--- src/rtl/x2c_ctrl_wr_arb.sv ---
// -----------------------------------------------------------------------------
// x2c_ctrl_wr_arb
//   Round-robin write arbiter and descriptor sequencer for the x2c control
//   FIFO. Grants one requester at a time, and only when the FIFO can hold the
//   whole descriptor, so descriptors never interleave or split across a full
//   condition.
//
//   Optional feature macro: X2C_ARB_TIMEOUT_EN
//     When defined, an owner that stalls for TIMEOUT cycles is aborted and the
//     rest of its descriptor is written as PAD_WORD before done/err pulse.
//
// Ports
//   clk         in   single clock
//   reset_      in   asynchronous active-low reset
//   req         in   per-requester request level, held until done
//   req_len     in   descriptor length of requester i at [i*LW +: LW]
//   wr_vld      in   per-requester word valid
//   wr_data     in   word of requester i at [i*WIDTH +: WIDTH]
//   gnt         out  one-hot owner grant, high through the transfer
//   done        out  one-cycle pulse at end of descriptor / reject / abort
//   err         out  one-cycle pulse with done on reject or abort
//   fifo_wrreq  out  registered FIFO write strobe
//   fifo_data   out  registered FIFO write data
//   fifo_full   in   FIFO full flag
//   fifo_usedw  in   FIFO occupancy
// -----------------------------------------------------------------------------
module x2c_ctrl_wr_arb #(
  parameter int               NREQ     = 4,
  parameter int               WIDTH    = 32,
  parameter int               PTR      = 10,
  parameter int               LW       = 5,
  parameter int               MAXLEN   = 16,
  parameter int               TIMEOUT  = 64,
  parameter logic [WIDTH-1:0] PAD_WORD = 32'hDEAD_0000
) (
  input  logic                    clk,
  input  logic                    reset_,
  input  logic [NREQ-1:0]         req,
  input  logic [NREQ*LW-1:0]      req_len,
  input  logic [NREQ-1:0]         wr_vld,
  input  logic [NREQ*WIDTH-1:0]   wr_data,
  output logic [NREQ-1:0]         gnt,
  output logic [NREQ-1:0]         done,
  output logic [NREQ-1:0]         err,
  output logic                    fifo_wrreq,
  output logic [WIDTH-1:0]        fifo_data,
  input  logic                    fifo_full,
  input  logic [PTR:0]            fifo_usedw
);

  localparam int          IW       = (NREQ > 1) ? $clog2(NREQ) : 1;
  localparam logic [PTR:0] DEPTH   = {1'b1, {PTR{1'b0}}};
  localparam logic [LW:0]  MAXLEN_W = (LW+1)'(MAXLEN);

  typedef enum logic [1:0] {S_IDLE, S_ARB, S_XFER, S_SETTLE} state_t;

  state_t            r_state;
  logic [IW-1:0]     r_rr_ptr;
  logic [IW-1:0]     r_win;
  logic [LW-1:0]     r_cnt;
  logic              r_lat;      // winner latched while waiting for space
  logic [NREQ-1:0]   r_gnt;
  logic [NREQ-1:0]   r_done;
  logic [NREQ-1:0]   r_err;
  logic              r_wrreq;
  logic [WIDTH-1:0]  r_data;

`ifdef X2C_ARB_TIMEOUT_EN
  localparam int SW = $clog2(TIMEOUT + 1);
  logic [SW-1:0]     r_stall;
  logic              r_pad;      // abort in progress: filling with PAD_WORD
`endif

  logic              w_pick_vld;
  logic [IW-1:0]     w_pick_idx;
  logic [IW:0]       w_j;
  logic [LW-1:0]     w_req_len;
  logic [WIDTH-1:0]  w_wr_data;
  logic [IW-1:0]     w_sel_idx;
  logic [LW-1:0]     w_sel_len;
  logic [PTR:0]      w_free;
  logic              w_len_bad;
  logic              w_fits;
  logic              w_accept;

  // First set request at or after r_rr_ptr; scanning from the far end lets
  // the nearest one overwrite the others.
  // NOTE: every combinational output gets a default before any branch so no
  // path leaves it unassigned, which would otherwise infer a latch.
  always_comb begin
    w_pick_vld = 1'b0;
    w_pick_idx = '0;
    w_j        = '0;
    for (int k = NREQ - 1; k >= 0; k--) begin
      w_j = {1'b0, r_rr_ptr} + (IW+1)'(k);
      if (w_j >= (IW+1)'(NREQ)) w_j = w_j - (IW+1)'(NREQ);
      if (req[w_j[IW-1:0]]) begin
        w_pick_vld = 1'b1;
        w_pick_idx = w_j[IW-1:0];
      end
    end
  end

  always_comb begin
    w_req_len = '0;
    w_wr_data = '0;
    for (int i = 0; i < NREQ; i++) begin
      if (w_pick_idx == IW'(i)) w_req_len = req_len[i*LW +: LW];
      if (r_win == IW'(i))      w_wr_data = wr_data[i*WIDTH +: WIDTH];
    end
  end

  // Once a winner is latched it keeps the slot until space appears, even if
  // a requester nearer r_rr_ptr shows up in the meantime.
  assign w_sel_idx = r_lat ? r_win : w_pick_idx;
  assign w_sel_len = r_lat ? r_cnt : w_req_len;
  assign w_free    = DEPTH - fifo_usedw;
  assign w_len_bad = (w_sel_len == '0) || ({1'b0, w_sel_len} > MAXLEN_W);
  assign w_fits    = ((PTR+1)'(w_sel_len) <= w_free) && !fifo_full;
  assign w_accept  = r_gnt[r_win] & wr_vld[r_win];

  function automatic logic [IW-1:0] f_next(input logic [IW-1:0] idx);
    return (idx == IW'(NREQ - 1)) ? '0 : idx + 1'b1;
  endfunction

  // NOTE: sequential state uses non-blocking assignments so every register
  // samples the pre-edge values, independent of statement order.
  always_ff @(posedge clk or negedge reset_) begin
    if (!reset_) begin
      r_state  <= S_IDLE;
      r_rr_ptr <= '0;
      r_win    <= '0;
      r_cnt    <= '0;
      r_lat    <= 1'b0;
      r_gnt    <= '0;
      r_done   <= '0;
      r_err    <= '0;
      r_wrreq  <= 1'b0;
      r_data   <= '0;
`ifdef X2C_ARB_TIMEOUT_EN
      r_stall  <= '0;
      r_pad    <= 1'b0;
`endif
    end else begin
      r_done  <= '0;
      r_err   <= '0;
      r_wrreq <= 1'b0;
      unique case (r_state)
        S_IDLE: if (|req) r_state <= S_ARB;

        S_ARB: begin
          if (r_lat ? !req[r_win] : !w_pick_vld) begin
            r_lat   <= 1'b0;
            r_state <= S_IDLE;
          end else if (w_len_bad) begin
            r_done[w_sel_idx] <= 1'b1;
            r_err[w_sel_idx]  <= 1'b1;
            r_rr_ptr          <= f_next(w_sel_idx);
            r_lat             <= 1'b0;
            r_state           <= S_SETTLE;
          end else if (w_fits) begin
            r_gnt[w_sel_idx] <= 1'b1;
            r_win            <= w_sel_idx;
            r_cnt            <= w_sel_len;
            r_lat            <= 1'b0;
            r_state          <= S_XFER;
          end else begin
            r_lat <= 1'b1;
            r_win <= w_sel_idx;
            r_cnt <= w_sel_len;
          end
        end

        S_XFER: begin
          if (w_accept) begin
            r_wrreq <= 1'b1;
            r_data  <= w_wr_data;
            r_cnt   <= r_cnt - 1'b1;
`ifdef X2C_ARB_TIMEOUT_EN
            r_stall <= '0;
`endif
            if (r_cnt == LW'(1)) begin
              r_gnt         <= '0;
              r_done[r_win] <= 1'b1;
              r_rr_ptr      <= f_next(r_win);
              r_state       <= S_SETTLE;
            end
          end
`ifdef X2C_ARB_TIMEOUT_EN
          else if (r_pad) begin
            r_wrreq <= 1'b1;
            r_data  <= PAD_WORD;
            r_cnt   <= r_cnt - 1'b1;
            if (r_cnt == LW'(1)) begin
              r_pad         <= 1'b0;
              r_done[r_win] <= 1'b1;
              r_err[r_win]  <= 1'b1;
              r_rr_ptr      <= f_next(r_win);
              r_state       <= S_SETTLE;
            end
          end else if (r_stall == SW'(TIMEOUT - 1)) begin
            // Owner has stalled TIMEOUT cycles: take the grant away and pad.
            r_gnt   <= '0;
            r_pad   <= 1'b1;
            r_stall <= '0;
          end else begin
            r_stall <= r_stall + 1'b1;
          end
`endif
        end

        // One cycle for fifo_usedw to catch up with the last write.
        S_SETTLE: r_state <= S_IDLE;

        default: r_state <= S_IDLE;
      endcase
    end
  end

  assign gnt        = r_gnt;
  assign done       = r_done;
  assign err        = r_err;
  assign fifo_wrreq = r_wrreq;
  assign fifo_data  = r_data;

  // The space check must make a write into a full FIFO impossible.
  a_no_wr_full: assert property (@(posedge clk) disable iff (!reset_)
    !(fifo_wrreq && fifo_full));

  // Lengths up to MAXLEN must be encodable, and the abort settings must be
  // usable whether or not the abort path is built in.
  a_cfg: assert property (@(posedge clk)
    (NREQ >= 2) && (NREQ <= 8) && (MAXLEN < (1 << LW)) && (TIMEOUT > 0) &&
    !$isunknown(PAD_WORD));

endmodule
--- config.mk ---
export PLATFORM = sky130hd
export DESIGN_NAME = x2c_ctrl_wr_arb
export DESIGN_NICKNAME = d
export VERILOG_FILES = /design/src/rtl/x2c_ctrl_wr_arb.sv
export SDC_FILE = /design/constraint.sdc
export NUM_CORES = 1
export LEC_CHECK = 0
export BUFFER_PORTS_ARGS = -buffer_cell sky130_fd_sc_hd__buf_2
export CAP_MARGIN = 30
export CORE_ASPECT_RATIO = 1.1
export CORE_MARGIN = 5
export CORE_UTILIZATION = 47
export DETAILED_ROUTE_END_ITERATION = 8
export PLACE_DENSITY = 0.82
export SKIP_CTS_REPAIR_TIMING = 1
export SLEW_MARGIN = 10
export SYNTH_ARGS = -nofsm -noshare
export SYNTH_HDL_FRONTEND = slang
export SYNTH_SLANG_ARGS = --single-unit
export TNS_END_PERCENT = 100
--- constraint.sdc ---
create_clock -name clk -period 4.74 [get_ports clk]
set_input_delay 0.948 -clock clk [delete_from_list [all_inputs] [get_ports clk]]
set_output_delay 0.948 -clock clk [all_outputs]
set_load 0.05 [all_outputs]
==> summary.txt <==
Cells and area
  • Most frequent cells in the layout: 214 x buf_2, 81 x nor2_1, 80 x a21oi_1
  • Nets@finish: about 950
  • Area grow syn2layout: 31.1%
  • Final-layout fill cell count: 812
  • Commonest non-fill, non-tap cell in the layout: buf_2
  • Finished Layout Cells: 878
  • Share of cells above drive strength 1: 0.331
  • Ant. Diodes: 0

STA
  • Fin crit share: 0.869
  • Endpoints failing hold: 0
  • Final setup viols: 0
  • Pins over their slew limit: 0
  • RSZ-0062 raised after global routing: no
  • Worst-case clock skew: 0.00869 ns
  • Slew Limit Headroom: 0.524
  • Actual transition at the worst max-transition pin: around 0.71 ns
  • Setup TNS: 0 ns
  • Peak Freq: 243 MHz
  • Min cycle time layout: approximately 4.1 ns

Placement
  • Final HPWL DP: 12000 µm
  • PortBufs: roughly 210
  • Post-placement cell count: ~860
  • Gp weighted congestion: between 0.9 and 1

Routing
  • Post-DRT Antenna Nets: 0
  • TritonRoute pass-1 iters: 7
  • Average wire per standard cell: 17.0 µm
  • Routed via count: slightly below 5000
  • DRC: 1
  • Initial detailed-routing violation count: 312
  • Via density: about 5.7
  • Total Routed Length: approximately 15000 µm

Setup path
  • Crit path kind: in -> reg
  • RR Startpoint: r_rr_ptr[1]$_DFFE_PN0P_
  • Worst reg-to-reg setup slack: slightly below 0.9 ns
  • Crit path arrival time: 4.36 ns
  • CP endpoint kind: flip-flop
  • Critical-path maximum fanout: 8
  • Worst EP required: 4.98 ns
  • Reg2Reg Depth: 13
  • Startpoint Class: input pin

Min path
  • Hold Path End: fifo_data[18]$_DFFE_PN0P_
  • Hold Path Cell Cnt: 2
  • Hold path startpoint: fifo_data[18]$_DFFE_PN0P_
  • Hold/Removal Path Class: reg -> reg

GRT
  • Met3 Track Usage GR: 0.0648
  • First-pass GRT wire length: 23600 µm
  • Largest net degree at the start of global routing: 69
  • Number of global-route vias before repair: 4676
  • Antenna violations before repair: 1
  • M1 GR Usage: 0.333
  • Grt met2 use: 0.425
  • GRT Total Usage: 0.259
  • Top Usage Layer GRT: met2
  • GRT Residual Overflow: 0

Logic synthesis
  • Post-Synth XOR/XNOR Area: 0.0138
  • Sequential cell area fraction in the yosys report: 0.327
  • Largest family of logic cells by synthesized area: compound AO/OA/AOI/OAI gates
  • Synth warnings: 0
  • Top area cells in the synthesized netlist: dfrtp_1 33%, a21oi_1 9.2%, nor2_1 7.0%
  • Top FF cell, synth: dfrtp_1
  • Simple-gate portion of the synthesized area: 0.206
  • Adder-Cell Fraction of Synth Area: 0.0546
  • Distinct cells, synth: 68
  • Mean post-synth cell area: about 7.7 µm²
  • Mux share of post-synthesis cell area: 0.0195
  • Yosys top cell area share: 0.327
  • Synth Area in Compound Gates: 0.319
  • Asr flop ratio synth: 1.00
  • Cells after Synth: between 500 and 600
  • Mapped Area: 4360 µm²
  • Synthesized flop and latch total: 57
  • Synth area leader: dfrtp_1
  • Number of synthesized flops with an enable pin: 0
  • Syn_nets: roughly 760

Clocking
  • Clock Tree Root: clkbuf_8
  • H-tree depth: 3
  • Num CTS Buffers: 9
  • Clock slew at reported path FFs: 0.07 ns
  • Clock sink count: 57
  • CTS tree: built
  • CTS Buffer Depth: 2
  • Clock network latency to the later pin of the worst-skew pair: 0.33 ns

Run
  • Max Cap Violations: 0

Power and ir drop
  • Static leakage: 2.94 nW
  • Worst VDD drop: about 0.28 mV
  • Pwr dens: between 600 and 700 nW/µm²

Die
  • Core area: 8960 µm²
  • Cell Rows: 36
  • Starting density of the core: 0.486
  • Die Wd: 102 µm
  • IO Pins: between 200 and 250
  • Die area: 11300 µm²
  • Chip height: 111 µm

Status
  • Failing checks: DRC
  • Outcome: complete, but fails checks
-- per-stage QoR --
stage	utilization	worst slack (ns)	hold WS, ns	cell area [µm²]	power (mW)
CTS	0.635	0.674	0.482	5690	3.75
detailed placement	0.613	0.335	0.467	5500	3.28
finish	0.637	0.621	0.473	5710	3.76
global placement	0.607	0.557	0.462	5440	3.15
global route	0.637	0.422	0.501	5710	4.05
floorplan	-	0.699	0.543	4360	2.64
-- worst max path at each step --
stage / start / end / slack, ns / cells past startpoint
CTS: req[0] / flip-flop / 0.67 / 14
finish: req[1] / flip-flop / 0.62 / 14
detailed placement: req[0] / flip-flop / 0.33 / 14
global route: req[0] / flip-flop / 0.42 / 14
global placement: req[0] / gnt[1]$_DFFE_PN0P_ / 0.56 / 14
floorplan: req[0] / flip-flop / 0.70 / 15
-- flip-flops by register name, indices dropped and copies added, names as in the netlist, named ones only --
register / count
r_cnt: 5
r_state: 1
fifo_data: 32
r_win: 2
err: 4
gnt: 4
r_rr_ptr: 2
r_lat: 1
done: 4
fifo_wrreq: 1
-- per-layer routing --
metal  wire length, µm  vias to the layer above
li1                  -                     2433
met1              6140                     2304
met2              7230                      207
met3              1300                       19
met4               265                        2
met5                 7                        -
-- critical path, stage by stage --
cell and delay, ns:
buf_2 0.15, nor2_1 0.06, o21ai_0 0.34, nand2_1 0.14, a22o_1 0.27, o31ai_2 0.34, inv_1 0.15, ha_1 0.36
nand4_1 0.13, or3b_2 0.45, o221ai_1 0.18, o21ba_2 0.26, a31oi_1 0.29, mux2i_1 0.27
-- final cells by class --
type	instances	area, µm²	area share
Multi-Input combinational cell	444	2680	0.469
Sequential cell	57	1430	0.250
Timing Repair Buffer	221	1170	0.205
Clock buffer	12	155	0.0272
Tap cell	114	143	0.0250
Inverter	27	101	0.0177
Clock inverter	3	40.0	0.00701
-- cell usage after synthesis, types with 2 or more instances --
library cell,n
a211o_1,3
a211oi_1,6
a21o_1,3
a21oi_1,80
a21oi_2,2
a22o_1,3
a22oi_1,33
a2bb2oi_1,2
a31oi_1,4
and2_1,5
and3_1,5
buf_1,4
buf_2,2
buf_4,3
clkbuf_1,30
dfrtp_1,57
ha_1,19
inv_1,26
mux2_2,2
mux2i_1,4
nand2_1,56
nand2b_1,5
nand3_1,5
nand3b_1,2
nand4_1,6
nor2_1,81
nor2b_1,5
nor3_1,13
nor4_1,2
o211a_1,4
o211ai_1,2
o21a_1,6
o21ai_0,41
o221ai_1,5
o31ai_1,3
o32ai_1,2
or2_2,2
xnor2_1,2
xor2_1,3
-- cell families (layout without fill, tap and decap cells) --
| logic type | after synthesis | after routing |
|---|---|---|
| xor gates and xnor gates | 6 | 6 |
| muxes | 7 | 7 |
| DFF | 57 | 57 |
| AOI/OAI and AO/OA | 217 | 217 |
| buffers and inverters | 66 | 263 |
| and+or+nand+nor | 195 | 195 |
| adders and majority gates | 19 | 19 |
-- power breakdown --
part           total [mW]  switching, mW  leakage, nW  internal [mW]
Combinational        2.47           1.65         2.11          0.822
Sequential          0.830          0.161        0.735          0.670
Clock               0.455          0.188        0.102          0.267
Total                3.76           2.00         2.94           1.76
No activity file was read; power rests on OpenSTA's default activity.
